## src/rtl/pipe_register_pkg.sv

```systemverilog
// pipe_register_pkg
//   Shared limits and the elaboration-time parameter check for pipe_register.
//   No ports; imported by pipe_register and register_stage.
package pipe_register_pkg;

  localparam int unsigned PIPE_REGISTER_MAX_WIDTH = 64;
  localparam int unsigned PIPE_REGISTER_MAX_DEPTH = 16;

  // True when WIDTH and DEPTH fall inside the supported ranges.
  function automatic bit pipe_register_params_ok(input int unsigned width,
                                                 input int unsigned depth);
    return (width >= 1) && (width <= PIPE_REGISTER_MAX_WIDTH) &&
           (depth >= 1) && (depth <= PIPE_REGISTER_MAX_DEPTH);
  endfunction

endpackage

```

## src/rtl/register_stage.sv

```systemverilog
// register_stage
//   One WIDTH-bit DFF bank with clock enable and synchronous reset to INIT.
//   Ports:
//     clk   - rising-edge clock
//     reset - synchronous active-high reset, loads INIT (wins over ce)
//     ce    - clock enable; q holds when low
//     d     - next data
//     q     - registered data
module register_stage
  import pipe_register_pkg::*;
#(
  parameter int unsigned      WIDTH = 7,
  parameter logic [WIDTH-1:0] INIT  = '0
) (
  input  logic             clk,
  input  logic             reset,
  input  logic             ce,
  input  logic [WIDTH-1:0] d,
  output logic [WIDTH-1:0] q
);

  always_ff @(posedge clk) begin
    if (reset) begin
      q <= INIT;
    end else if (ce) begin
      q <= d;
    end
  end

endmodule

```

## src/rtl/pipe_register.sv

```systemverilog
// pipe_register
//   DEPTH-stage WIDTH-bit register chain with clock enable and synchronous
//   reset to INIT. Optional per-stage valid sideband when the macro
//   PIPE_REGISTER_VALID_EN is defined.
//   Ports:
//     CLK     - rising-edge clock
//     RESET   - synchronous active-high reset (stages -> INIT, valids -> 0)
//     CE      - clock enable; all stages hold when low
//     I       - data into stage 0
//     VALID_I - valid for I            (PIPE_REGISTER_VALID_EN only)
//     O       - last stage data
//     VALID_O - last stage valid       (PIPE_REGISTER_VALID_EN only)
module pipe_register
  import pipe_register_pkg::*;
#(
  parameter int unsigned      WIDTH = 7,
  parameter int unsigned      DEPTH = 1,
  parameter logic [WIDTH-1:0] INIT  = '0
) (
  input  logic             CLK,
  input  logic             RESET,
  input  logic             CE,
  input  logic [WIDTH-1:0] I,
`ifdef PIPE_REGISTER_VALID_EN
  input  logic             VALID_I,
  output logic             VALID_O,
`endif
  output logic [WIDTH-1:0] O
);

  if (!pipe_register_params_ok(WIDTH, DEPTH)) begin : g_bad_params
    $error("pipe_register: WIDTH=%0d DEPTH=%0d out of range", WIDTH, DEPTH);
  end

  // Element k feeds stage k; element DEPTH is the last stage output.
  logic [WIDTH-1:0] data_chain [DEPTH+1];

  assign data_chain[0] = I;
  assign O             = data_chain[DEPTH];

  for (genvar k = 0; k < DEPTH; k++) begin : g_data
    register_stage #(
      .WIDTH (WIDTH),
      .INIT  (INIT)
    ) u_stage (
      .clk   (CLK),
      .reset (RESET),
      .ce    (CE),
      .d     (data_chain[k]),
      .q     (data_chain[k+1])
    );
  end

`ifdef PIPE_REGISTER_VALID_EN
  logic valid_chain [DEPTH+1];

  assign valid_chain[0] = VALID_I;
  assign VALID_O        = valid_chain[DEPTH];

  for (genvar k = 0; k < DEPTH; k++) begin : g_valid
    register_stage #(
      .WIDTH (1),
      .INIT  (1'b0)
    ) u_stage (
      .clk   (CLK),
      .reset (RESET),
      .ce    (CE),
      .d     (valid_chain[k]),
      .q     (valid_chain[k+1])
    );
  end
`endif

endmodule

```

## config.mk

```make
export PLATFORM = sky130hd
export DESIGN_NAME = pipe_register
export DESIGN_NICKNAME = d
export VERILOG_FILES = /design/src/rtl/pipe_register_pkg.sv /design/src/rtl/register_stage.sv /design/src/rtl/pipe_register.sv
export SDC_FILE = /design/constraint.sdc
export NUM_CORES = 1
export LEC_CHECK = 0
export BUFFER_PORTS_ARGS = -buffer_cell sky130_fd_sc_hd__buf_2
export CAP_MARGIN = 20
export CORE_AREA = 2 2 39 41
export DETAILED_ROUTE_END_ITERATION = 8
export DIE_AREA = 0 0 41 43
export PLACE_DENSITY = 0.41
export SKIP_LAST_GASP = 1
export SLEW_MARGIN = 20
export SYNTH_ARGS = -nofsm -noshare
export SYNTH_HDL_FRONTEND = slang
export SYNTH_SLANG_ARGS = --single-unit
```

## constraint.sdc

```tcl
create_clock -name CLK -period 1.2 [get_ports CLK]
set_clock_uncertainty 0.05 [all_clocks]
set_input_delay 0 -clock CLK [delete_from_list [all_inputs] [get_ports CLK]]
set_output_delay 0 -clock CLK [all_outputs]
set_load 0.01 [all_outputs]
```

==> summary.md <==
| Metric | Value |
|---|---|
| Arr. time, crit path | `around 0.71 ns` |
| Starting Density | `17.9%` |
| Biggest registers after layout | `g_data.u_stage.q (7)` |
| Reg2reg setup slack | `0.56 ns` |
| Largest net degree at the start of global routing | `8` |
| Final hold slack | `0.119 ns` |
| Worst Setup Path Type | `register to primary output` |
| # IOs | `17` |
| Fin crit share | `a little over three fifths` |
| Vias in the first global route | `243` |
| Max-slew violation count | `0` |
| Req. time, crit path | `~1.2 ns` |
| Initial antenna violation count | `0` |
| Reg with most FFs | `g_data.u_stage.q` |
| Slowest stage cell, crit path | `dfxtp_1` |
| Synth-to-layout area growth | `78.8%` |
| Post-route core utilization | `32.0%` |
| CP top delay family | `flip-flops` |
| Achievable Freq | `~1300 MHz` |
| CP Max Fanout | `2` |
| Final Wtd Congestion | `approximately 0.54` |
| Vias | `~250` |
| Synthesized flop and latch total | `7` |
| Clock Latency Late Sink | `0.25 ns` |
| DP Wirelength | `a little over 400 um` |
| Final hold vios | `0` |
| Post-route ant nets | `0` |
| Lkg Pwr | `0.231 nW` |
| Die span in x | `slightly above 40 um` |
| Bufs on Longest Clock Path | `2` |
| Number of flip-flops under the largest register name | `7` |
| Distinct cells, synth | `4` |
| Syn Nets | `32` |
| Max-cap viol count | `0` |
| Commonest cells in the netlist | `7 x dfxtp_1, 7 x mux2i_1, 7 x nor2_1, 1 x buf_6` |
| TritonCTS Buffers | `3` |
| Final worst path period need | `0.759 ns` |
| Worst vdd ir | `0.449 mV` |
| Routed WL | `612 um` |
| Grt total ovfl | `0` |
| DRC | `0` |
| Post-synth top flop | `dfxtp_1` |
| Area contributors post-synth | `dfxtp_1 57%, mux2i_1 28%, nor2_1 11%` |
| Die area | `1760 um^2` |
| CP Launch Type | `register` |
| CTS tree | `yes` |
| Ordered cell list for the critical path | `buf_2` |
| Critical path's largest stage delay | `roughly 0.33 ns` |
| Post-synth EDFFs | `0` |
| Share of cells above drive strength 1 | `38.8%` |
| Worst setup EP type | `primary output` |
| Mapped Avg Cell Area | `11.3 um^2` |
| Max_slew headroom | `85.7%` |
| Vias per inst | `3.86` |
| Global-route wire length before repair | `959 um` |
| Yosys warning count | `0` |
| Crit path buf inv count | `1` |
| Rows | `14` |
| Share of the synthesized area in the top cell type | `56.6%` |
| Synth area leader | `dfxtp_1` |
| Final setup viols | `0` |
| DRT Pass-1 Iters | `3` |
| RSZ-0062 raised after global routing | `no` |
| Async SR Flop Fraction | `0%` |
| Core area | `around 1400 um^2` |
| Root buffer cell | `clkbuf_4` |
| DR iter-0 viols | `6` |
| H-tree depth | `1` |
| Nets | `60` |
| Clock sinks | `7` |
| Fin cells | `65` |
| Die Ht | `43 um` |
| Mapped cell area | `248 um^2` |
| N_diodes | `0` |
| Total track usage | `8.84%` |
| Routed len/inst | `9.42 um` |
| Final setup TNS | `0 ns` |
| Power per cell area | `1240 nW/um^2` |
| HP Class | `primary input to register` |
| Post-synthesis cell count | `22` |
| Worst slew pin tran | `between 0.2 and 0.25 ns` |
| Inst Count DP | `between 50 and 60` |
| PortBufs | `16` |
| Clock-pin slew on the worst setup and hold paths | `approximately 0.050 ns` |
| Register area share after synthesis | `56.6%` |
| Status | `complete, no violations` |
[cell type report]
cell class / count / area [um^2]
timing repair buffer: 24 / 160
sequential: 7 / 140
tap: 16 / 20.0
fill: 153 / 941
clock buffer: 4 / 26.3
multi-input combinational: 14 / 96.3
[where the power goes]
part / switching, mW / internal, mW
Combinational: 0.0340 / 0.0496
Clock: 0.0842 / 0.127
Sequential: 0.00597 / 0.247
Total: 0.124 / 0.423
[stage by stage]
| step | worst slack [ns] | total power [mW] | instance area (um^2) |
|---|---|---|---|
| 2_1_floorplan | 0.560 | 0.292 | 248 |
| 3_3_place_gp | 0.562 | 0.320 | 337 |
| 3_5_place_dp | 0.529 | 0.322 | 337 |
| 4_1_cts | 0.431 | 0.562 | 443 |
| 5_1_grt | 0.392 | 0.590 | 443 |
| 6_report | 0.441 | 0.547 | 443 |
[per-layer routing]
layer	share of wire (%)	track usage, %
met1	42	8.71
met2	49	12.5
met3	8.8	4.71
met4	0	8.00
met5	0	0
[timing repair]
action	in CTS	in global routing
resized for setup	0	0
hold endpoints to repair	7	0
buffers inserted	0	0
hold buffers	8	0
[kinds of logic after synthesis]
group	Yosys count	share of synthesized area (%)
simple gates	7	10.6
flops	7	56.6
mux	7	28.3
buf+inv	1	4.55
[layout by cell type (no fill, tap or decap)]
| cell type | instances |
|---|---|
| buf_2 | 16 |
| clkbuf_1 | 1 |
| clkbuf_4 | 3 |
| dfxtp_1 | 7 |
| dlygate4sd3_1 | 8 |
| mux2i_1 | 7 |
| nor2_1 | 7 |
[worst paths after layout]
path,to,startpoint,cells after the start
min reg2reg,g_data[0].u_stage.q[3],g_data[0].u_stage.q[3],2
min,g_data[0].u_stage.q[6],CE,3
max,O[2],g_data[0].u_stage.q[2],1
max reg2reg,g_data[0].u_stage.q[1],g_data[0].u_stage.q[1],2
(Power assumes the default switching activity.)
